## config.mk

```make
export PLATFORM = sky130hd
export DESIGN_NAME = pc_loader
export DESIGN_NICKNAME = d
export VERILOG_FILES = /design/src/rtl/pc_loader_pkg.sv /design/src/rtl/pc_loader_inst_rom.sv /design/src/rtl/pc_loader.sv
export SDC_FILE = /design/constraint.sdc
export NUM_CORES = 1
export LEC_CHECK = 0
export BUFFER_PORTS_ARGS = -buffer_cell sky130_fd_sc_hd__buf_2
export CORE_MARGIN = 1
export CORE_UTILIZATION = 25
export DETAILED_ROUTE_END_ITERATION = 6
export HOLD_SLACK_MARGIN = 0.06
export MAX_ROUTING_LAYER = met4
export RECOVER_POWER = 25
export SYNTH_ARGS = -nofsm -noshare
export SYNTH_HDL_FRONTEND = slang
export SYNTH_SLANG_ARGS = --single-unit
```

## constraint.sdc

```tcl
create_clock -name clk -period 0.8 [get_ports clk]
set_input_delay 0.12 -clock clk [delete_from_list [all_inputs] [get_ports clk]]
set_output_delay 0.12 -clock clk [all_outputs]
set_load 0.01 [all_outputs]
```

## src/rtl/pc_loader_pkg.sv

```systemverilog
// Shared widths and constants for the instruction-fetch front end.
// Latency: n/a (declarations only). Backpressure: n/a.
// The NOP constant is the word substituted for squashed fetches.
package pc_loader_pkg;

    localparam int PC_ADDR_W = 6;
    localparam int INST_W    = 32;
    localparam int ROM_DEPTH = 1 << PC_ADDR_W;

    typedef logic [PC_ADDR_W-1:0] mem_addr_t;
    typedef logic [INST_W-1:0]    data_size_t;

    // addi x0, x0, 0
    localparam data_size_t NOP_INST = 32'h0000_0013;

endpackage

```

## src/rtl/pc_loader_inst_rom.sv

```systemverilog
// Word-addressed instruction ROM with a flush mask on the read data.
// Latency: 0 cycles, inst follows addr/flush combinationally.
// Backpressure: none; contents are loaded by backdoor into mem and never written by logic.
module inst_rom #(
    parameter int                ADDR_W   = pc_loader_pkg::PC_ADDR_W,
    parameter int                DATA_W   = pc_loader_pkg::INST_W,
    parameter int                DEPTH    = pc_loader_pkg::ROM_DEPTH,
    parameter logic [DATA_W-1:0] NOP_INST = pc_loader_pkg::NOP_INST
) (
    input  logic              flush,
    input  logic [ADDR_W-1:0] addr,
    output logic [DATA_W-1:0] inst
);

    logic [DATA_W-1:0] mem [0:DEPTH-1];

    // flush only masks the read; storage is untouched
    assign inst = flush ? NOP_INST : mem[addr];

endmodule

```

## src/rtl/pc_loader.sv

```systemverilog
// Fetch front end: PC register selecting sequential or jump target, feeding the instruction ROM.
// Latency: 1 cycle from addrIn/addrJump to addrOut; 0 cycles from addrOut/flush to inst.
// Backpressure: enable=0 stalls the PC in place; flush squashes the fetched word to a NOP.
module pc_loader
    import pc_loader_pkg::*;
#(
    parameter int                ADDR_W    = PC_ADDR_W,
    parameter int                DATA_W    = INST_W,
    parameter int                DEPTH     = ROM_DEPTH,
    parameter string             INIT_FILE = "./data",
    parameter logic [DATA_W-1:0] NOP_WORD  = NOP_INST
) (
    input  logic              clk,
    input  logic              reset,
    input  logic              enable,
    input  logic              select,
    input  logic [ADDR_W-1:0] addrIn,
    input  logic [ADDR_W-1:0] addrJump,
    input  logic              flush,
    output logic [ADDR_W-1:0] addrOut,
    output logic [DATA_W-1:0] inst
);

    // Reset outranks enable; no initial value, so the PC is unknown until the first reset edge.
    always_ff @(posedge clk) begin
        if (reset)
            addrOut <= '0;
        else if (enable)
            addrOut <= select ? addrJump : addrIn;
    end

    inst_rom #(
        .ADDR_W  (ADDR_W),
        .DATA_W  (DATA_W),
        .DEPTH   (DEPTH),
        .NOP_INST(NOP_WORD)
    ) rom1 (
        .flush(flush),
        .addr (addrOut),
        .inst (inst)
    );

endmodule

```

* Yosys cells after proc, flatten, opt, wreduce, memory -nomap -nowiden *
Index checks and enable logic that the tools add are counted.

storage, ports and cells
  register bits = 6
  input port bits = 17
  output and inout port bits = 38

cells by class
  mux-type cells = 2

operators with widths
  kind     count
  $mux 32  1
  $mux 6   1

* Logic depth before layout (Yosys ltp) *
  depth after elaboration = 1
  depth in mapped cells = 3
  mapped depth without buffers = 2

* By module *
From an unflattened synthesis, not the netlist that was laid out.

unflattened totals
  cells, all modules = 60
  area total of the unflattened synthesis = 514.2 µm²

modules (own cells, without submodules)
  module     times used  cells each  area each (µm²)
  pc_loader  1           26          266.5
  inst_rom   1           34          247.7

* Least setup slack after synthesis *
No wires, ideal clock.

  kind = reg-to-reg
  from = reg, netlist name addrOut[4]
  to = reg addrOut[4]
  arrival time = 583 ps
  required time = 714 ps
  path slack = 132 ps
  stages on the path, launching flop included = 3
  path buffers = 0
  path through = dfxtp_1 > nor2_1 > a211oi_1

RTL lines
  element               line             text
  to (signal assigned)  pc_loader.sv:29  addrOut <= select ? addrJump : addrIn;
  to (decl)             pc_loader.sv:20  output logic [ADDR_W-1:0] addrOut,

* Worst setup path after layout *
  from = reg addrOut[2]
  to = out addrOut[2]

No word-level cell between the ends.

==> reports/metrics.csv <==
metric,value,unit
status,"finished, final reports clean",
io_buffers,21,
timing.critical_path.buf_inv,1,
finalNonFillerCells,108,
hold_class,input port to flip-flop,
core_area,1940,sq um
drv_cap,0,
track_usage,7.42,%
grt_max_degree,13,
die_x,47.4,um
p_clk_share,31.7,%
nets,100,
start_kind,flip-flop,
dieHeight,47.4,um
drv_slew,0,
ys_ff_latch,6,
place_inst,104,
vias,359,
crit_type,flip-flop to output port,
grt_pass1_vias,258,
finalWeightedCongestion,0.666,
max-vdd-ir-drop,0.918,mV
avgViaCountPerCell,3.32,
critPathArrivalTime,0.66,ns
leakage,0.000323,uW
row_count,16,
cts_sinks,6,
cts-root-buf,clkbuf_4,
p_int,592,uW
wl,766,um
syn-instance-count,60,
cts_tree,built,
cp-end-kind,output port,
top_regs,addrOut x6,
min_period,0.784,ns
cts.reportedPaths.clkPinSlew,0.04,ns
critPathMaxFanout,2,
netSwitchingPower,241,uW
utilization,30.0,%
cts.path.max_buffers,2,
setup_slack,0.0159,ns
cts_buffers,3,
start_util,26.5,%
pre_cts_slack,0.0302,ns
detailed_place.area,507,sq um
top_register,addrOut,
ios,55,
critPathTopFamily,flip-flops,
max_freq,1.28,GHz
fin_crit_sh,98.0,%
drtPass1Iterations,2,
syn_area,514,sq um
remaining_drc_errors,0,
finalClockSkew,0,ns
max_stage_delay,0.32,ns
r2r_setup_slack,0.06,ns
pwr-share-seq,41.1,%
routedWlPerCell,7.09,um
yosys_warnings,0,
cp_slowest_cell,dfxtp_2,
cp_data_required_time,0.68,ns
drt-initial-drc-count,1,
design_area,582,sq um
syn_to_final_growth,13.1,%
die_area,2240,sq um
crit_path_cell_trace,buf_6,
grt-ovfl-total,0,
drtAntennaViolNets,0,
hpwl,611,um
largest_reg_flops,6,
synth.avg_cell_area,8.57,sq um
synthDistinctLibCells,8,
insertion_delay,0.23,ns
cts_max_level,1,
rsz0062_at_grt,true,
yosysSeqAreaShare,23.4,%
setup_viol,0,
hold_ws,0.123,ns
switching_share,28.9,%
power.density,1430,nW/um^2
finalHoldViolations,0,
antenna_found_initial,0,
grt_pass1_wl,1050,um
diodes,0,
drive_above_1_share,38.3,%
combPwrFrac,27.2,%
[synthesized netlist by cell type]
| library cell | n | area [sq um] |
|---|---|---|
| a211oi_1 | 6 | 45.0 |
| buf_4 | 32 | 240 |
| buf_6 | 1 | 11.3 |
| clkbuf_4 | 1 | 7.51 |
| conb_1 | 2 | 7.51 |
| dfxtp_1 | 6 | 120 |
| mux2i_1 | 6 | 60.1 |
| nor2_1 | 6 | 22.5 |
[final timing paths]
path,depth (start not counted),end,from
min,2,addrOut[1]$_SDFFE_PP0P_,reset
min reg2reg,2,addrOut[5]$_SDFFE_PP0P_,addrOut[5]$_SDFFE_PP0P_
max,1,addrOut[2],addrOut[2]$_SDFFE_PP0P_
max reg2reg,3,addrOut[3]$_SDFFE_PP0P_,addrOut[3]$_SDFFE_PP0P_
[layer usage]
layer	GRT usage, %	up-vias	share of wire [%]
met5	-	-	0
met4	1.71	0	0
met3	5.77	0	16
met2	12.3	38	47
met1	6.59	148	37
li1	-	173	-
[cells in the final DEF (no fill, tap or decap)]
cell	instances
clkbuf_4	3
mux2i_1	6
buf_6	6
nor2_1	6
dfxtp_2	6
buf_2	15
conb_1	32
buf_4	1
a211oi_1	6
[stage by stage]
stage               TNS, ns  total power (uW)
finish                    0               833
global route        -0.0541               900
CTS                       0               835
detailed placement        0               535
global placement          0               532
floorplan                 0               589
[logic make-up after synthesis]
family,synth area share [%]
AO/OA/AOI/OAI,8.76
buffers and inverters,50.4
flip-flops,23.4
multiplexers,11.7
other,1.46
AND/OR/NAND/NOR,4.38
[power by group through the flow]
stage | sequential, uW | combinational, uW | clock (uW)
CTS | 342 | 217 | 276
global placement | 337 | 195 | 0
finish | 342 | 227 | 264
detailed placement | 338 | 197 | 0
global route | 345 | 258 | 297
floorplan | 349 | 240 | 0
[repair_timing]
action	in CTS	in global routing
gates resized for setup	11	1
buffers inserted	0	1
endpoints found under the setup margin	6	6
hold buffers	0	0
[final cells by class]
class                           count  area (sq um)
Sequential cell                     6           128
Timing Repair Buffer               22           150
Tap cell                           27          33.8
Multi-Input combinational cell     50           248
Clock buffer                        3          22.5
Fill cell                         222          1360
Power figures use the tool's default switching activity.
